===== src/rtl/vga_pkg.sv =====
// Display geometry shared by the video pipeline and the game logic.
package vga_pkg;
    localparam int HOR_PIXELS = 1024;
endpackage


===== src/rtl/score_controller.sv =====
// Pong match controller: start-button synchroniser, miss detection, scoring,
// and the IDLE/SERVE/PLAY/OVER match FSM driving ball_hold.
module score_controller
    import vga_pkg::*;
#(
    parameter int WIN_SCORE   = 7,
    parameter int SERVE_TICKS = 120,
    parameter int MISS_MARGIN = 8,
    parameter int BALL_SIZE   = 15
) (
    input  logic        clk,
    input  logic        rst,
    input  logic        timing_tick,
    input  logic [10:0] x_ball,
    input  logic        start_btn,
    output logic [3:0]  score_left,
    output logic [3:0]  score_right,
    output logic [1:0]  game_state,
    output logic        ball_hold,
    output logic [1:0]  winner,
    output logic        point_pulse
);

    localparam logic [10:0] LEFT_EDGE  = 11'(MISS_MARGIN);
    localparam logic [10:0] RIGHT_EDGE = 11'(HOR_PIXELS - BALL_SIZE - MISS_MARGIN);
    localparam logic [3:0]  WIN        = 4'(WIN_SCORE);
    localparam logic [7:0]  SERVE_LAST = 8'(SERVE_TICKS - 1);

    typedef enum logic [1:0] {IDLE = 2'd0, SERVE = 2'd1, PLAY = 2'd2, OVER = 2'd3} state_t;

    state_t      state, next_state;
    logic        sync_1, sync_2, sync_3;
    logic        primed, armed, start;
    logic [7:0]  serve_cnt, cnt_nxt;
    logic [3:0]  sl_nxt, sr_nxt;
    logic [1:0]  win_nxt;
    logic        pulse_nxt;
    logic        miss_left, miss_right, point, win_point;
    logic [3:0]  left_inc, right_inc;

    // A button held through reset must be seen low before edges are honoured.
    always_ff @(posedge clk) begin
        if (rst) begin
            sync_1 <= 1'b0;
            sync_2 <= 1'b0;
            sync_3 <= 1'b0;
            primed <= 1'b0;
            armed  <= 1'b0;
            start  <= 1'b0;
        end else begin
            sync_1 <= start_btn;
            sync_2 <= sync_1;
            sync_3 <= sync_2;
            primed <= 1'b1;
            if (primed && !sync_1 && !sync_2)
                armed <= 1'b1;
            start <= sync_2 & ~sync_3 & armed;
        end
    end

    assign miss_left  = (x_ball <= LEFT_EDGE);
    assign miss_right = (x_ball >= RIGHT_EDGE);
    assign point      = (state == PLAY) && timing_tick && (miss_left || miss_right);
    assign left_inc   = score_left + 4'd1;
    assign right_inc  = score_right + 4'd1;
    assign win_point  = miss_left ? (right_inc == WIN) : (left_inc == WIN);

    always_ff @(posedge clk) begin
        if (rst) begin
            state       <= IDLE;
            score_left  <= 4'd0;
            score_right <= 4'd0;
            winner      <= 2'b00;
            point_pulse <= 1'b0;
            ball_hold   <= 1'b1;
            serve_cnt   <= 8'd0;
        end else begin
            state       <= next_state;
            score_left  <= sl_nxt;
            score_right <= sr_nxt;
            winner      <= win_nxt;
            point_pulse <= pulse_nxt;
            ball_hold   <= (next_state != PLAY);
            serve_cnt   <= cnt_nxt;
        end
    end

    always_comb begin
        next_state = state;
        case (state)
            IDLE:    if (start) next_state = SERVE;
            SERVE:   if (timing_tick && serve_cnt == SERVE_LAST) next_state = PLAY;
            PLAY:    if (point) next_state = win_point ? OVER : SERVE;
            OVER:    if (start) next_state = SERVE;
            default: next_state = IDLE;
        endcase
    end

    // Misses at both edges at once credit the right player only.
    always_comb begin
        sl_nxt    = score_left;
        sr_nxt    = score_right;
        win_nxt   = winner;
        pulse_nxt = 1'b0;
        cnt_nxt   = serve_cnt;
        if ((state == IDLE || state == OVER) && start) begin
            sl_nxt  = 4'd0;
            sr_nxt  = 4'd0;
            win_nxt = 2'b00;
        end
        if (point) begin
            pulse_nxt = 1'b1;
            if (miss_left) begin
                sr_nxt = right_inc;
                if (win_point) win_nxt = 2'b10;
            end else begin
                sl_nxt = left_inc;
                if (win_point) win_nxt = 2'b01;
            end
        end
        if (next_state == SERVE && state != SERVE)
            cnt_nxt = 8'd0;
        else if (state == SERVE && timing_tick)
            cnt_nxt = serve_cnt + 8'd1;
    end

    assign game_state = state;

endmodule


===== config.mk =====
export PLATFORM = sky130hd
export DESIGN_NAME = score_controller
export DESIGN_NICKNAME = d
export VERILOG_FILES = /design/src/rtl/vga_pkg.sv /design/src/rtl/score_controller.sv
export SDC_FILE = /design/constraint.sdc
export NUM_CORES = 1
export LEC_CHECK = 0
export BUFFER_PORTS_ARGS = -buffer_cell sky130_fd_sc_hd__buf_2
export CORE_ASPECT_RATIO = 0.8
export CORE_MARGIN = 1.5
export CORE_UTILIZATION = 50
export CTS_CLUSTER_SIZE = 14
export DETAILED_ROUTE_END_ITERATION = 7
export PLACE_DENSITY = 0.74
export SLEW_MARGIN = 20
export SYNTH_ARGS = -nofsm -noshare
export SYNTH_HDL_FRONTEND = slang
export SYNTH_SLANG_ARGS = --single-unit

===== constraint.sdc =====
create_clock -name clk -period 2.4 [get_ports clk]
set_input_delay 0.24 -clock clk [delete_from_list [all_inputs] [get_ports clk]]
set_output_delay 0.24 -clock clk [all_outputs]
set_load 0.05 [all_outputs]

After elaboration in Yosys (flattened, before gate mapping)
Cells that the tools add are included.
{ "op_classes": {"add_sub_neg": 3, "n_lt_le_gt_ge": 2, "eq_ne": 9, "n_mux": 19, "bitwise_logic": 3, "reduce_logical": 15} }
{ "ops": {"columns": ["operator", "count"], "rows": [
  ["4-bit two-way mux", 6],
  ["2-bit two-way mux", 9],
  ["11-bit by 10-bit greater-or-equal comparator with 1-bit output (second input constant)", 1],
  ["11-bit by 4-bit less-or-equal comparator with 1-bit output (second input constant)", 1],
  ["4-bit by 1-bit adder with 4-bit output (second input constant)", 2],
  ["8-bit by 1-bit adder with 8-bit output (second input constant)", 1],
  ["4-bit by 3-bit == test with 1-bit output (second input constant)", 2],
  ["8-bit by 7-bit == test with 1-bit output (second input constant)", 1],
  ["1-bit logical AND", 8],
  ["2-bit one-hot mux with 3 select lines", 1],
  ["2-bit by 1-bit == test with 1-bit output (second input constant)", 2],
  ["2-bit == test (second input constant)", 2],
  ["2-bit OR reduction", 2],
  ["1-bit two-way mux", 3],
  ["1-bit AND", 2],
  ["1-bit logical NOT", 2],
  ["2-bit logical NOT", 1],
  ["1-bit logical OR", 2],
  ["2-bit by 1-bit inequality test with 1-bit output (second input constant)", 1],
  ["2-bit inequality test (second input constant)", 1],
  ["1-bit NOT", 1]
]} }
{ "word_totals": {"reg_bits": 28, "in_bits": 15} }

Logic depth before layout (Yosys ltp)
{ "logic_depth": {"word_depth": 9, "depth_mapped": 9, "depth_no_buf": 8} }

Worst setup path before layout
No wires, ideal clock.
{ "synth_path": {"kind": "register to register", "from": "register state[0] (netlist: game_state[0])", "to": "register serve_cnt[0]", "setup_ps": 65, "t_arrival_ps": 2118, "required_ps": 2335, "setup_slack_ps": 217, "stages_incl_launch_ff": 8, "period_less_slack_ps": 2183, "cell_sequence": "dfxtp_1 > inv_1 > ha_1 > o31ai_1 > o21ai_0 > o311ai_1 > a221oi_4 > nor2_1"} }
{ "synth_between": {"elab_chain_len": 8, "elab_cells_between_ends": 16} }
{ "synth_lines": {"columns": ["item", "line", "text"], "rows": [
  ["from (decl)", "score_controller.sv:31", "state_t state, next_state;"],
  ["from (signal assigned)", "score_controller.sv:78", "state <= next_state;"],
  ["2-bit == test", "score_controller.sv:63, score_controller.sv:90", null],
  ["1-bit logical AND (2 in a row)", "score_controller.sv:63", "assign point = (state == PLAY) && timing_tick && (miss_left || miss_right);"],
  ["2-bit two-way mux", "score_controller.sv:93", "PLAY: if (point) next_state = win_point ? OVER : SERVE;"],
  ["2-bit one-hot mux with 3 select lines", "score_controller.sv:90", "case (state)"],
  ["2-bit by 1-bit == test with 1-bit output", "score_controller.sv:121", "if (next_state == SERVE && state != SERVE)"],
  ["1-bit logical AND", "score_controller.sv:121", null],
  ["2-bit OR reduction (no source line)", null, null],
  ["to (signal assigned)", "score_controller.sv:84", "serve_cnt <= cnt_nxt;"],
  ["to (decl)", "score_controller.sv:34", "logic [7:0] serve_cnt, cnt_nxt;"]
]} }
Several ways; a longest one is shown, not always the timed one.
A chain may end at the register's enable or synchronous reset.

Worst setup path in the final report
{ "layout_path": {"from": "register state[0] (netlist: game_state[0])", "to": "register serve_cnt[3]"} }
The elaborated chain is that of the path after synthesis.

==> results.toml <==
[global_route]
grt_max_degree = 18
grt_usage = 0.211
globalRouteOverflowTotal = 0
grt_first_pass_wirelength_um = 4850
grt_pass1_vias = 1140
antenna_found_initial = 0

[cells_and_area]
register_area_sq_um = 561
layout.nets = 208
multi_input_comb_area_sq_um = 769
drive_gt1_frac = 0.220
n_antenna_cell = 0
design_area_sq_mm = 0.00160
nFillCells = 250
area_growth_pct = 15.5

[sta]
finalSetupTns_ns = 0
hold_viol_final = 0
fin_ws_ns = 0.265
drv_slew = 0
worstMarginPinSlew_ns = 0.592
finalCritPeriodShare = 0.889
period_minus_slack_ns = 2.13
fin_skew_ns = 0.00332
setup_viol = 0
max_freq_mhz = 468
rsz0062_at_grt = "false"
timing.slew.headroom = 0.604

[worst_setup_path]
timing.rr.end = "serve_cnt[3]$_SDFFE_PP0P_"
critical_path.max_fanout = 8
worst-endpoint-arrival_ns = 2.41
reg2reg_from = "game_state[0]$_SDFF_PP0_"
crit_path_end_kind = "flip-flop"
reg2reg_depth = 7
startpoint_type = "flip-flop"
path_class = "flip-flop to flip-flop"
critPathLaunch = "game_state[0]$_SDFF_PP0_"
cp.required_ns = 2.68
r2r_setup_slack_ns = 0.27

[placed_design]
port_buffers = 28
hpwl_um = 2240
finalWeightedCongestion = 0.838
dp_worst_setup_slack_ns = 0.329
post_dp_cell_area_sq_mm = 0.00155

[route]
viasPerCell = 5.45
route.detailed.drc = 0
dr.first_iter.drc_count = 48
wl_per_cell_um = 13.1
ant_nets = 0
first_pass_iters = 4
wirelength_um = 2910
vias = 1211

[power_and_ir_drop]
p_per_area_mw_per_mm2 = 525
p_leak_nw = 0.621
peakVddDrop_mv = 0.428

[synth]
syn_inst = 158
syn-num-nets = 179
synth_area_sq_mm = 0.00139
yosysUniqueCellTypes = 41
yosysWarnings = 0
synthArstFlopShare = 0
synth_seq_area_share = 0.404
synth_ff_type = "dfxtp_1"
synth_area_per_cell_sq_um = 8.77
yosys_register_bits = 28
synth-edff-count = 0

[die]
ios = 29
core_area_sq_mm = 0.00254
start_util = 0.545
row_count = 16
die_width_um = 61.9
die_h_um = 50.1
die_area_sq_mm = 0.00310

[cts]
clk_latency_ns = 0.33
clkSinkCount = 28
clk_path_buf_depth = 2
post-cts-setup-buffers = 0
postCtsResizedCells = 0
cts_made_buffers = 3
tritoncts = "yes"
clk_pin_slew_ns = 0.15
htree_levels = 1
cts_hold_buffers = 0
cts_root_buffer = "clkbuf_4"

[hold_path]
min_delay_path_depth = 2
min_path_type = "primary input to flip-flop"
hold_start = "start_btn"
whs_endpoint = "sync_1$_SDFF_PP0_"

[run_status]
status = "finished, final reports clean"

[run]
cap_violations = 0
==> state kept, by name, indices dropped and copies added (netlist names) <==
signal / cells
armed: 1
winner: 2
start: 1
sync_1: 1
score_right: 4
sync_3: 1
game_state: 2
point_pulse: 1
score_left: 4
ball_hold: 1
primed: 1
sync_2: 1
serve_cnt: 8
==> cell type report <==
class                   count  area share
clock buffers               3      0.0141
clock inverters             1      0.0187
inverters                   9      0.0211
multi-input cells         117       0.480
flip-flops and latches     28       0.350
well taps                  36      0.0281
repair buffers             28      0.0875
==> routing by layer <==
metal	track usage	wire, um	vias to the layer above
li1	-	-	604
met4	0.0603	29	0
met5	0	0	-
met2	0.330	1320	43
met3	0.0577	199	4
met1	0.280	1370	560
==> report_power, final <==
| group | total, W | internal (W) | switching (W) |
|---|---|---|---|
| logic | 0.0000575 | 0.0000217 | 0.0000358 |
| clock network | 0.000308 | 0.000169 | 0.000139 |
| registers | 0.000475 | 0.000471 | 0.00000356 |
==> through the flow <==
step | util | power [W] | hold slack, ns | std cells
2_1_floorplan | - | 0.000519 | 0.368 | 158
3_3_place_gp | 0.609 | 0.000539 | 0.442 | 218
3_5_place_dp | 0.609 | 0.000542 | 0.464 | 218
4_1_cts | 0.630 | 0.000848 | 0.103 | 222
5_1_grt | 0.630 | 0.000876 | 0.108 | 222
6_report | 0.630 | 0.000840 | 0.104 | 222
==> cell usage after synthesis (2+ instances only) <==
| library cell | instances | area, sq um |
|---|---|---|
| nor2_1 | 25 | 93.8 |
| o21ai_0 | 2 | 10.0 |
| nand2_1 | 12 | 45.0 |
| nor4_2 | 2 | 25.0 |
| dfxtp_1 | 28 | 561 |
| nand3b_1 | 2 | 15.0 |
| a21o_1 | 2 | 15.0 |
| a21oi_1 | 12 | 60.1 |
| clkbuf_1 | 3 | 11.3 |
| inv_1 | 9 | 33.8 |
| nor3_1 | 3 | 15.0 |
| nand4_1 | 2 | 12.5 |
| o31ai_1 | 2 | 15.0 |
| and2_1 | 3 | 18.8 |
| o21ai_1 | 3 | 15.0 |
| nand3_1 | 8 | 40.0 |
| xnor2_1 | 5 | 43.8 |
| ha_1 | 6 | 75.1 |
| mux2i_1 | 2 | 20.0 |
| xor2_1 | 4 | 35.0 |
| nor2b_1 | 3 | 18.8 |
==> worst max path at each step <==
stage                                     end  slack, ns  cells after the start
floorplan           serve_cnt[0]$_SDFFE_PP0P_       0.22                      7
global placement    serve_cnt[5]$_SDFFE_PP0P_       0.40                      7
detailed placement  serve_cnt[3]$_SDFFE_PP0P_       0.33                      7
CTS                 serve_cnt[3]$_SDFFE_PP0P_       0.29                      7
global route        serve_cnt[0]$_SDFFE_PP0P_       0.05                      7
finish              serve_cnt[3]$_SDFFE_PP0P_       0.27                      7
==> critical path, stage by stage, from the launching register on <==
cell      delay [ns]
dfxtp_1         0.44
inv_1           0.08
ha_1            0.37
o31ai_1         0.36
o21ai_0         0.12
o311ai_1        0.38
a221oi_4        0.17
nor2_1          0.15
==> cell families after synthesis <==
family / after synthesis / share of synthesized area
xor+xnor: 9 / 0.0569
flops: 28 / 0.404
mux: 3 / 0.0226
buf+inv: 13 / 0.0406
simple gates: 67 / 0.248
compound gates: 32 / 0.173
fa+ha+maj: 6 / 0.0542
==> cell usage in the layout (no fill, tap or decap), types with 2 or more instances in the layout <==
cell type  count
nand2_1       12
and2_1         3
buf_2         28
mux2i_1        2
a21o_1         2
clkbuf_4       3
o21ai_1        3
nor3_1         3
a21oi_1       12
ha_1           6
nand4_1        2
xor2_1         4
o21ai_0        2
o31ai_1        2
nor4_2         2
nor2b_1        3
inv_1          9
dfxtp_1       28
xnor2_1        5
nor2_1        25
nand3b_1       2
nand3_1        8
Power figures use the tool's default switching activity.
